<file path="src/rtl/requant_pack_int8_pkg.sv">
// rtl/requant_pack_int8_pkg.sv - shared constants and word-entry type for the int8 requant packer
package requant_pack_int8_pkg;

    localparam int LANES_DEFAULT = 4;

    // Widest word the entry struct can carry; narrower builds leave upper fields at zero.
    localparam int MAX_LANES = 8;

    localparam logic [7:0] INT8_MIN = 8'h80;
    localparam logic [7:0] INT8_MAX = 8'h7F;

    typedef struct packed {
        logic [8*MAX_LANES-1:0] data;
        logic [MAX_LANES-1:0]   mask;
        logic                   last;
    } word_entry_t;

endpackage

</file>
<file path="src/rtl/requant_pack_int8_word_fifo.sv">
// rtl/requant_pack_int8_word_fifo.sv - synchronous FIFO holding completed output words
module word_fifo
    import requant_pack_int8_pkg::*;
#(
    parameter int DEPTH = 2
) (
    input  logic        clk,
    input  logic        rst,
    input  logic        push,
    input  word_entry_t push_entry,
    output logic        full,
    input  logic        pop,
    output logic        valid,
    output word_entry_t head
);

    localparam int PW = (DEPTH > 1) ? $clog2(DEPTH) : 1;
    localparam int CW = $clog2(DEPTH + 1);

    word_entry_t   mem [DEPTH];
    logic [PW-1:0] wr_ptr;
    logic [PW-1:0] rd_ptr;
    logic [CW-1:0] count;
    logic          do_push;
    logic          do_pop;

    assign full    = (count == CW'(DEPTH));
    assign valid   = (count != '0);
    assign do_push = push && !full;
    assign do_pop  = pop && valid;

    // Head reads as zero while empty so outputs are clean after reset without clearing storage.
    assign head = valid ? mem[rd_ptr] : '0;

    function automatic logic [PW-1:0] bump(input logic [PW-1:0] p);
        return (p == PW'(DEPTH - 1)) ? '0 : p + 1'b1;
    endfunction

    // Pointer and occupancy bookkeeping; push and pop in one cycle leave count unchanged.
    always_ff @(posedge clk) begin
        if (rst) begin
            wr_ptr <= '0;
            rd_ptr <= '0;
            count  <= '0;
        end else begin
            if (do_push) wr_ptr <= bump(wr_ptr);
            if (do_pop)  rd_ptr <= bump(rd_ptr);
            case ({do_push, do_pop})
                2'b10:   count <= count + 1'b1;
                2'b01:   count <= count - 1'b1;
                default: count <= count;
            endcase
        end
    end

    // Entry storage.
    always_ff @(posedge clk) begin
        if (do_push) mem[wr_ptr] <= push_entry;
    end

endmodule

</file>
<file path="src/rtl/requant_pack_int8.sv">
// rtl/requant_pack_int8.sv - zero-point add, activation clamp and int8 lane packing
module requant_pack_int8
    import requant_pack_int8_pkg::*;
#(
    parameter int LANES      = LANES_DEFAULT,
    parameter int FIFO_DEPTH = 2
) (
    input  logic                 clk,
    input  logic                 rst,
    input  logic                 in_valid,
    input  logic [31:0]          in_data,
    input  logic                 in_last,
    output logic                 in_ready,
    input  logic [31:0]          output_zero_point,
    input  logic [7:0]           act_min,
    input  logic [7:0]           act_max,
    output logic                 out_valid,
    output logic [8*LANES-1:0]   out_data,
    output logic [LANES-1:0]     out_mask,
    output logic                 out_last,
    input  logic                 out_ready,
    input  logic                 clr_stats,
    output logic [15:0]          sat_count
);

    localparam int LW = (LANES > 1) ? $clog2(LANES) : 1;

    logic               accept;
    logic               fifo_full;
    logic signed [32:0] sum;
    logic signed [32:0] lo;
    logic signed [32:0] hi;
    logic signed [32:0] floor_v;
    logic signed [32:0] clamped;
    logic               sat;
    logic [LW-1:0]      lane;
    logic [8*LANES-1:0] acc_data;
    logic [8*LANES-1:0] word_data;
    logic [LANES-1:0]   acc_mask;
    logic [LANES-1:0]   word_mask;
    logic               word_done;
    word_entry_t        push_entry;
    word_entry_t        head;

    assign in_ready = !fifo_full;
    assign accept   = in_valid && in_ready;

    // 33 bits so the zero-point add can never wrap.
    assign sum = $signed({in_data[31], in_data}) + $signed({output_zero_point[31], output_zero_point});
    assign lo  = $signed({{25{act_min[7]}}, act_min});
    assign hi  = $signed({{25{act_max[7]}}, act_max});

    // Clamp as min(max(sum, lo), hi) so the upper bound wins when the range is inverted.
    always_comb begin
        floor_v = (sum < lo) ? lo : sum;
        clamped = (floor_v > hi) ? hi : floor_v;
        sat     = (sum < lo) || (sum > hi);
    end

    // The clamped value always fits in int8, so only its low byte is carried forward.
    logic unused_clamp_hi;
    assign unused_clamp_hi = ^clamped[32:8];

    // Merge the current element into the partial word and build the FIFO entry.
    always_comb begin
        word_data = acc_data;
        word_mask = acc_mask;
        for (int k = 0; k < LANES; k++) begin
            if (lane == LW'(k)) begin
                word_data[8*k +: 8] = clamped[7:0];
                word_mask[k]        = 1'b1;
            end
        end
        word_done                     = accept && (in_last || lane == LW'(LANES - 1));
        push_entry                    = '0;
        push_entry.data[8*LANES-1:0]  = word_data;
        push_entry.mask[LANES-1:0]    = word_mask;
        push_entry.last               = in_last;
    end

    // Lane counter and partial-word accumulator; a finished word restarts at lane 0.
    always_ff @(posedge clk) begin
        if (rst) begin
            lane     <= '0;
            acc_data <= '0;
            acc_mask <= '0;
        end else if (accept) begin
            if (word_done) begin
                lane     <= '0;
                acc_data <= '0;
                acc_mask <= '0;
            end else begin
                lane     <= lane + 1'b1;
                acc_data <= word_data;
                acc_mask <= word_mask;
            end
        end
    end

    // Saturation statistics; a clear beats a same-cycle increment.
    always_ff @(posedge clk) begin
        if (rst || clr_stats) begin
            sat_count <= '0;
        end else if (accept && sat && sat_count != 16'hFFFF) begin
            sat_count <= sat_count + 16'd1;
        end
    end

    word_fifo #(
        .DEPTH (FIFO_DEPTH)
    ) u_word_fifo (
        .clk        (clk),
        .rst        (rst),
        .push       (word_done),
        .push_entry (push_entry),
        .full       (fifo_full),
        .pop        (out_ready),
        .valid      (out_valid),
        .head       (head)
    );

    assign out_data = head.data[8*LANES-1:0];
    assign out_mask = head.mask[LANES-1:0];
    assign out_last = head.last;

    if (LANES < MAX_LANES) begin : g_narrow
        logic unused_entry_hi;
        assign unused_entry_hi = ^{head.data[8*MAX_LANES-1:8*LANES], head.mask[MAX_LANES-1:LANES]};
    end

endmodule
</file>
<file path="config.mk">
export PLATFORM = sky130hd
export DESIGN_NAME = requant_pack_int8
export DESIGN_NICKNAME = d
export VERILOG_FILES = /design/src/rtl/requant_pack_int8_pkg.sv /design/src/rtl/requant_pack_int8_word_fifo.sv /design/src/rtl/requant_pack_int8.sv
export SDC_FILE = /design/constraint.sdc
export NUM_CORES = 1
export LEC_CHECK = 0
export BUFFER_PORTS_ARGS = -buffer_cell sky130_fd_sc_hd__clkbuf_2
export CELL_PAD_IN_SITES_DETAIL_PLACEMENT = 1
export CELL_PAD_IN_SITES_GLOBAL_PLACEMENT = 1
export CORE_MARGIN = 10
export CORE_UTILIZATION = 46
export CTS_CLUSTER_DIAMETER = 60
export DETAILED_ROUTE_END_ITERATION = 6
export PLACE_DENSITY_LB_ADDON = 0.25
export SLEW_MARGIN = 10
export SYNTH_ARGS = -nofsm -noshare
export SYNTH_HDL_FRONTEND = slang
export SYNTH_SLANG_ARGS = --single-unit
</file>
<file path="constraint.sdc">
create_clock -name clk -period 10.55 [get_ports clk]
set_input_delay 2.11 -clock clk [delete_from_list [all_inputs] [get_ports clk]]
set_output_delay 2.11 -clock clk [all_outputs]
set_load 0.005 [all_outputs]
</file>
-- Word-level counts from Yosys, hierarchy flattened
Memory sizes are Yosys's and may differ from the RTL's. A register that Yosys moved wholly into a read port is not among the register bits.
Index checks and enable logic that the tools add are counted.
- bits in registers: 58
- input port bits: 86
- memories kept: 1
- bits in writable memories: 74
- word-level logic and storage cells: 59
- output and inout port bits: 55
- multiplexer cells: 21
- $lt $le $gt $ge: 3
- equal/unequal tests: 7
- reductions and logical operators: 13
- $add $sub $neg: 7
- memories (name ; depth ; width ; read ports ; clocked after Yosys merged registers in ; write ports ; line ; RTL):
    u_word_fifo.mem ; 2 ; 37 ; 1 ; 1 ; 1 ; requant_pack_int8_word_fifo.sv:20 ; word_entry_t mem [DEPTH];
- operator list (cell ; count):
    33-bit by 8-bit greater-than comparator with 1-bit output ; 2
    41-bit two-way mux ; 1
    8-bit two-way mux ; 5
    32-bit by 32-bit adder with 33-bit output ; 1
    33-bit by 8-bit < comparator with 1-bit output ; 1
    33-bit two-way mux ; 1
    32-bit two-way mux ; 1
    16-bit by 1-bit adder with 16-bit output (second input constant) ; 1
    16-bit inequality test (second input constant) ; 1
    1-bit two-way mux ; 10
    2-bit == test (second input constant) ; 4
    1-bit logical AND ; 6
    2-bit by 1-bit adder with 2-bit output (second input constant) ; 2
    2-bit by 1-bit == test with 1-bit output (second input constant) ; 2
    4-bit two-way mux ; 1
    2-bit case mux with 2 select lines ; 1
    2-bit nonzero test ; 2
    1-bit logical OR ; 3
    1-bit adder (second input constant) ; 2
    2-bit zero test ; 1
    2-bit two-way mux ; 1
    2-bit by 1-bit subtractor with 2-bit output (second input constant) ; 1
    1-bit zero test ; 1

-- Depth between registers and ports, before layout
- word-level depth: 7
- mapped depth: 30
- mapped depth without buffers: 28

-- Modules after synthesis
Synthesis repeated with hierarchy kept, for this count alone.
- cells, all modules: 1199
- area total of the unflattened synthesis: 12876.1 µm²
- by module, submodules not included (module ; seq. area each (µm²) ; cells each ; area an instance (µm²) ; instances):
    requant_pack_int8 ; 1081.0 ; 863 ; 7161.9 ; 1
    word_fifo ; 4484.3 ; 336 ; 5714.2 ; 1

-- Least setup slack after synthesis
OpenSTA, ideal clock, no wires.
- path kind: in2reg
- start: input in_data[6]
- end: memory u_word_fifo.mem[0][10] in the netlist's numbering (data pin)
- buffers on the path: 4
- cell stages on the path: 30
- data arrival time: 7.888 ns
- required time: 10.288 ns
- setup time: 0.262 ns
- setup slack: 2.400 ns
- path through: ha_1 -> buf_2 -> nand4_1 -> nor4_1 -> o21ai_1 -> a21oi_2 -> o21ai_1 -> o31a_1 -> nor2b_1 -> o22ai_1 -> ha_1 -> nand4_2 -> nor4_4 -> nand2_1 -> o21a_1 -> a31o_1 -> buf_6 -> nand2_1 -> clkbuf_1 -> a21bo_2 -> ha_1 -> nand4_1 -> nor4_1 -> o31ai_1 -> nand4_1 -> nand3_1 -> a21o_1 -> buf_4 -> mux2i_4 -> mux2_2
- RTL lines (item ; line ; RTL):
    start: declaration ; requant_pack_int8.sv:11 ; input logic [31:0] in_data,
    end: declaration ; requant_pack_int8_word_fifo.sv:20 ;

-- Worst setup path after layout
- start: input in_data[6]
- end: register acc_data[11]
- cells in the longest elaborated chain, start to end: 7
- ends and longest elaborated chain (item ; line ; RTL):
    32-bit by 32-bit adder with 33-bit output (*) ; requant_pack_int8.sv:49 ; assign sum = $signed({in_data[31], in_data}) + $signed({output_zero_point[31], output_zero_point});
    33-bit by 8-bit < comparator with 1-bit output ; requant_pack_int8.sv:55 ; floor_v = (sum < lo) ? lo : sum;
    33-bit two-way mux (*) ; requant_pack_int8.sv:55 ;
    33-bit by 8-bit greater-than comparator with 1-bit output ; requant_pack_int8.sv:56 ; clamped = (floor_v > hi) ? hi : floor_v;
    8-bit two-way mux (*) ; requant_pack_int8.sv:56 ;
    8-bit two-way mux (*) ; requant_pack_int8.sv:69 ; if (lane == LW'(k)) begin
    32-bit two-way mux (*) ; requant_pack_int8.sv:88 ; if (word_done) begin
    end signal: assignment ; requant_pack_int8.sv:94 ; acc_data <= word_data;
    end: declaration ; requant_pack_int8.sv:37 ; logic [8*LANES-1:0] acc_data;
Mark *: on every way between the ends. The rest lies on a longest branch, timed or not.
A chain may end at the register's enable or synchronous reset.

==> key figures <==
Outcome
  – Outcome: completed

Timing
  – Final Hold Fails: 0
  – Fin crit share: 0.928
  – Setup TNS: 0 ns
  – Final setup vio count: 0
  – RSZ-0062 raised after global routing: false
  – Fin crit period: 9.79 ns
  – Slew Viols, Final: 0
  – Max Clock Freq: 0.102 GHz
  – Clock Skew: 0.00980 ns
  – Rel. slew slack: 0.345
  – Slew @ Worst Pin: 0.982 ns

Cells and area
  – # nets final: 1389
  – Fillcell total: 2516
  – Multi-input gate area: 6330 sq um
  – Antenna diodes: 0
  – Post-layout util: 0.535
  – Register area: 3400 sq um
  – Area Growth Syn to Fin: 15.2%
  – Share of cells above drive strength 1: 0.221

Run
  – Max Cap Violations: 0

Synthesis
  – Post-synth ARST share: 0
  – Synth unique cells: 71
  – Post-Syn Nets: 1255
  – Cells after Synth: 1032
  – Synthesis warning total: 0
  – Post-synthesis sequential area ratio: 0.339
  – Main synth FF type: edfxtp_1
  – Post-Syn Area: 10000 sq um
  – #FFs+latches synth: 133
  – Number of synthesized flops with an enable pin: 74
  – Syn avg cell area: 9.73 sq um

Hold path
  – Hold Crit Class: register to register

Routing
  – WL per Instance: 20.0 um
  – Pre-antenna DRT Iters: 6
  – Vias per Instance: 5.84
  – 1st-iter DRT viols: 404
  – Antenna-violating nets left: 0
  – Via count: 8514
  – Drt total wl: 29.2 mm
  – Number of remaining DRC errors: 0

Floorplanning
  – Area of the core: 21600 sq um
  – Die height: 168 um
  – Rows: 54
  – Starting Density: 0.465
  – Ports: 141
  – Die width: 168 um
  – Die area: 28100 sq um

Global routing
  – Initial antenna violation count: 0
  – Total track usage: 0.205
  – Global route total overflow: 0
  – Vias in the first global route: 9070
  – Largest net degree at the start of global routing: 54
  – First-pass GRT wire length: 48.0 mm

Clock network
  – Post-CTS Setup Bufs: 0
  – Post-CTS Resized: 0
  – CTS tree: yes
  – Inserted Clock Buffers: 17
  – Clock root buffer: clkbuf_16
  – Clock buffer depth: 2
  – Worst-Skew Late Latency: 0.42 ns
  – # hold bufs at CTS: 0
  – Htree depth: 4
  – Total clock sinks: 133
  – Reg clk slew, reported paths: 0.06 ns

Critical path
  – R2r endpoint: acc_data[11]$_SDFFE_PP0P_
  – Worst setup path category: input pin to register
  – CP endpoint kind: register
  – Reg2Reg Launch Point: lane[0]$_SDFFE_PP0P_
  – Worst Path Required: 10.85 ns
  – Setup crit start kind: input pin
  – Crit path DAT: 10.09 ns
  – Setup slack, reg-to-reg: 8.02 ns
  – Worst Path Max Fanout: 24
  – R2R depth: 6
  – Crit path from: in_data[6]
  – Worst Setup EP: acc_data[11]$_SDFFE_PP0P_

Power and ir drop
  – Static leakage: 0.00505 uW
  – Max VDD drop: 123 uV
  – PD cells: 181 nW/um^2

Place
  – DP Wirelength: 22.3 mm
  – # port buffers: 140
  – Final GP Congestion: 0.890
[cells in the final DEF (no fill, tap or decap), types with 21 or more instances in the layout]
cell type,count
o21ai_0,30
clkbuf_2,140
inv_1,42
a21o_1,21
nand2_1,85
ha_1,136
mux2i_1,46
nor2_1,91
o221ai_1,26
a21oi_1,78
mux2_2,25
dfxtp_1,58
edfxtp_1,74
nand3_1,27
[cell usage after synthesis, types with 21 or more instances]
cell / number / area share
ha_1: 136 / 0.17
inv_1: 43 / 0.016
nor2_1: 94 / 0.035
mux2i_1: 46 / 0.046
o21ai_0: 30 / 0.015
o221ai_1: 26 / 0.023
a21oi_1: 78 / 0.039
edfxtp_1: 74 / 0.22
nand3_1: 27 / 0.013
dfxtp_1: 59 / 0.12
mux2_2: 25 / 0.028
a21o_1: 21 / 0.016
nand2_1: 85 / 0.032
[worst min-delay path by stage]
stage	from	to	slack, ns	cells past startpoint
CTS	acc_data[30]$_SDFFE_PP0P_	acc_data[30]$_SDFFE_PP0P_	0.46	1
floorplan	acc_mask[3]$_SDFFE_PP0P_	acc_mask[3]$_SDFFE_PP0P_	0.42	1
finish	acc_data[30]$_SDFFE_PP0P_	acc_data[30]$_SDFFE_PP0P_	0.46	1
global route	acc_data[25]$_SDFFE_PP0P_	acc_data[25]$_SDFFE_PP0P_	0.49	1
global placement	acc_mask[3]$_SDFFE_PP0P_	acc_mask[3]$_SDFFE_PP0P_	0.44	1
detailed placement	acc_data[30]$_SDFFE_PP0P_	acc_data[30]$_SDFFE_PP0P_	0.45	1
[critical path, stage by stage]
cell and delay, ns:
clkbuf_2 0.09, ha_1 0.42, nand4_1 0.25, nor4_1 0.46, o21ai_1 0.20, a21oi_2 0.31
o21ai_1 0.20, o31a_1 0.35, nor2b_1 0.16, o22ai_1 0.14, ha_1 0.36, nand4_2 0.17
nor4_4 0.37, a21oi_1 0.15, nor2_1 0.24, a31o_1 0.47, nand2_1 0.52, a21bo_2 0.35
ha_1 0.23, a211oi_1 0.23, o21ai_0 0.11, a21oi_1 0.18, o211ai_1 0.11, a21oi_1 0.14
a21o_1 0.78, nand3_1 0.52, o221ai_1 0.44
[final cells by class]
class | instances | area share
Clock buffer | 18 | 0.0379
Multi-Input combinational cell | 824 | 0.547
Timing Repair Buffer | 146 | 0.0644
Sequential cell | 133 | 0.294
Inverter | 44 | 0.0143
Tap cell | 280 | 0.0303
Clock inverter | 14 | 0.0120
[metal layers]
metal | GRT usage | part of all wire | up-vias
met2 | 0.352 | 0.49 | 182
met1 | 0.257 | 0.45 | 4152
met4 | 0.0590 | 0.018 | 0
met5 | 0 | 0 | -
met3 | 0.0370 | 0.042 | 42
li1 | - | - | 4138
[power by group]
group          leakage (uW)  switching [uW]  internal [uW]  total (uW)
Clock              0.000277             245            337         583
Sequential          0.00117            17.9            600         618
Combinational       0.00361             523            367         890
Total               0.00505             786           1310        2090
[per-stage QoR]
stage                     instances  hold WS (ns)  cell area, sq um  total power, uW  setup slack [ns]
after detailed placement       1427         0.447             11000             1510             0.599
after global placement         1427         0.436             11000             1480             0.899
after floorplan                1032         0.422             10000             1250              2.40
final                          1459         0.458             11600             2090             0.765
after CTS                      1459         0.460             11600             2110             0.867
after global routing           1459         0.494             11600             2230            0.0808
[state kept, by name, indices dropped and copies added (netlist names), named ones only]
name and cells:
u_word_fifo.rd_ptr 1, lane 2, acc_data 32, u_word_fifo.wr_ptr 1
u_word_fifo.count 2, acc_mask 4, sat_count 16, u_word_fifo.mem 74
[cells by family (layout without fill, tap and decap cells)]
kind of cell / Yosys count / after routing / share of synthesized area
AO/OA/AOI/OAI: 250 / 250 / 0.173
XOR/XNOR: 32 / 32 / 0.0279
adder cells (fa/ha/maj): 137 / 137 / 0.171
buffers and inverters: 75 / 222 / 0.0315
flip-flops: 133 / 133 / 0.339
multiplexers: 86 / 86 / 0.104
AND/OR/NAND/NOR: 319 / 319 / 0.154
Note: power is estimated with default switching activity, not from simulation.
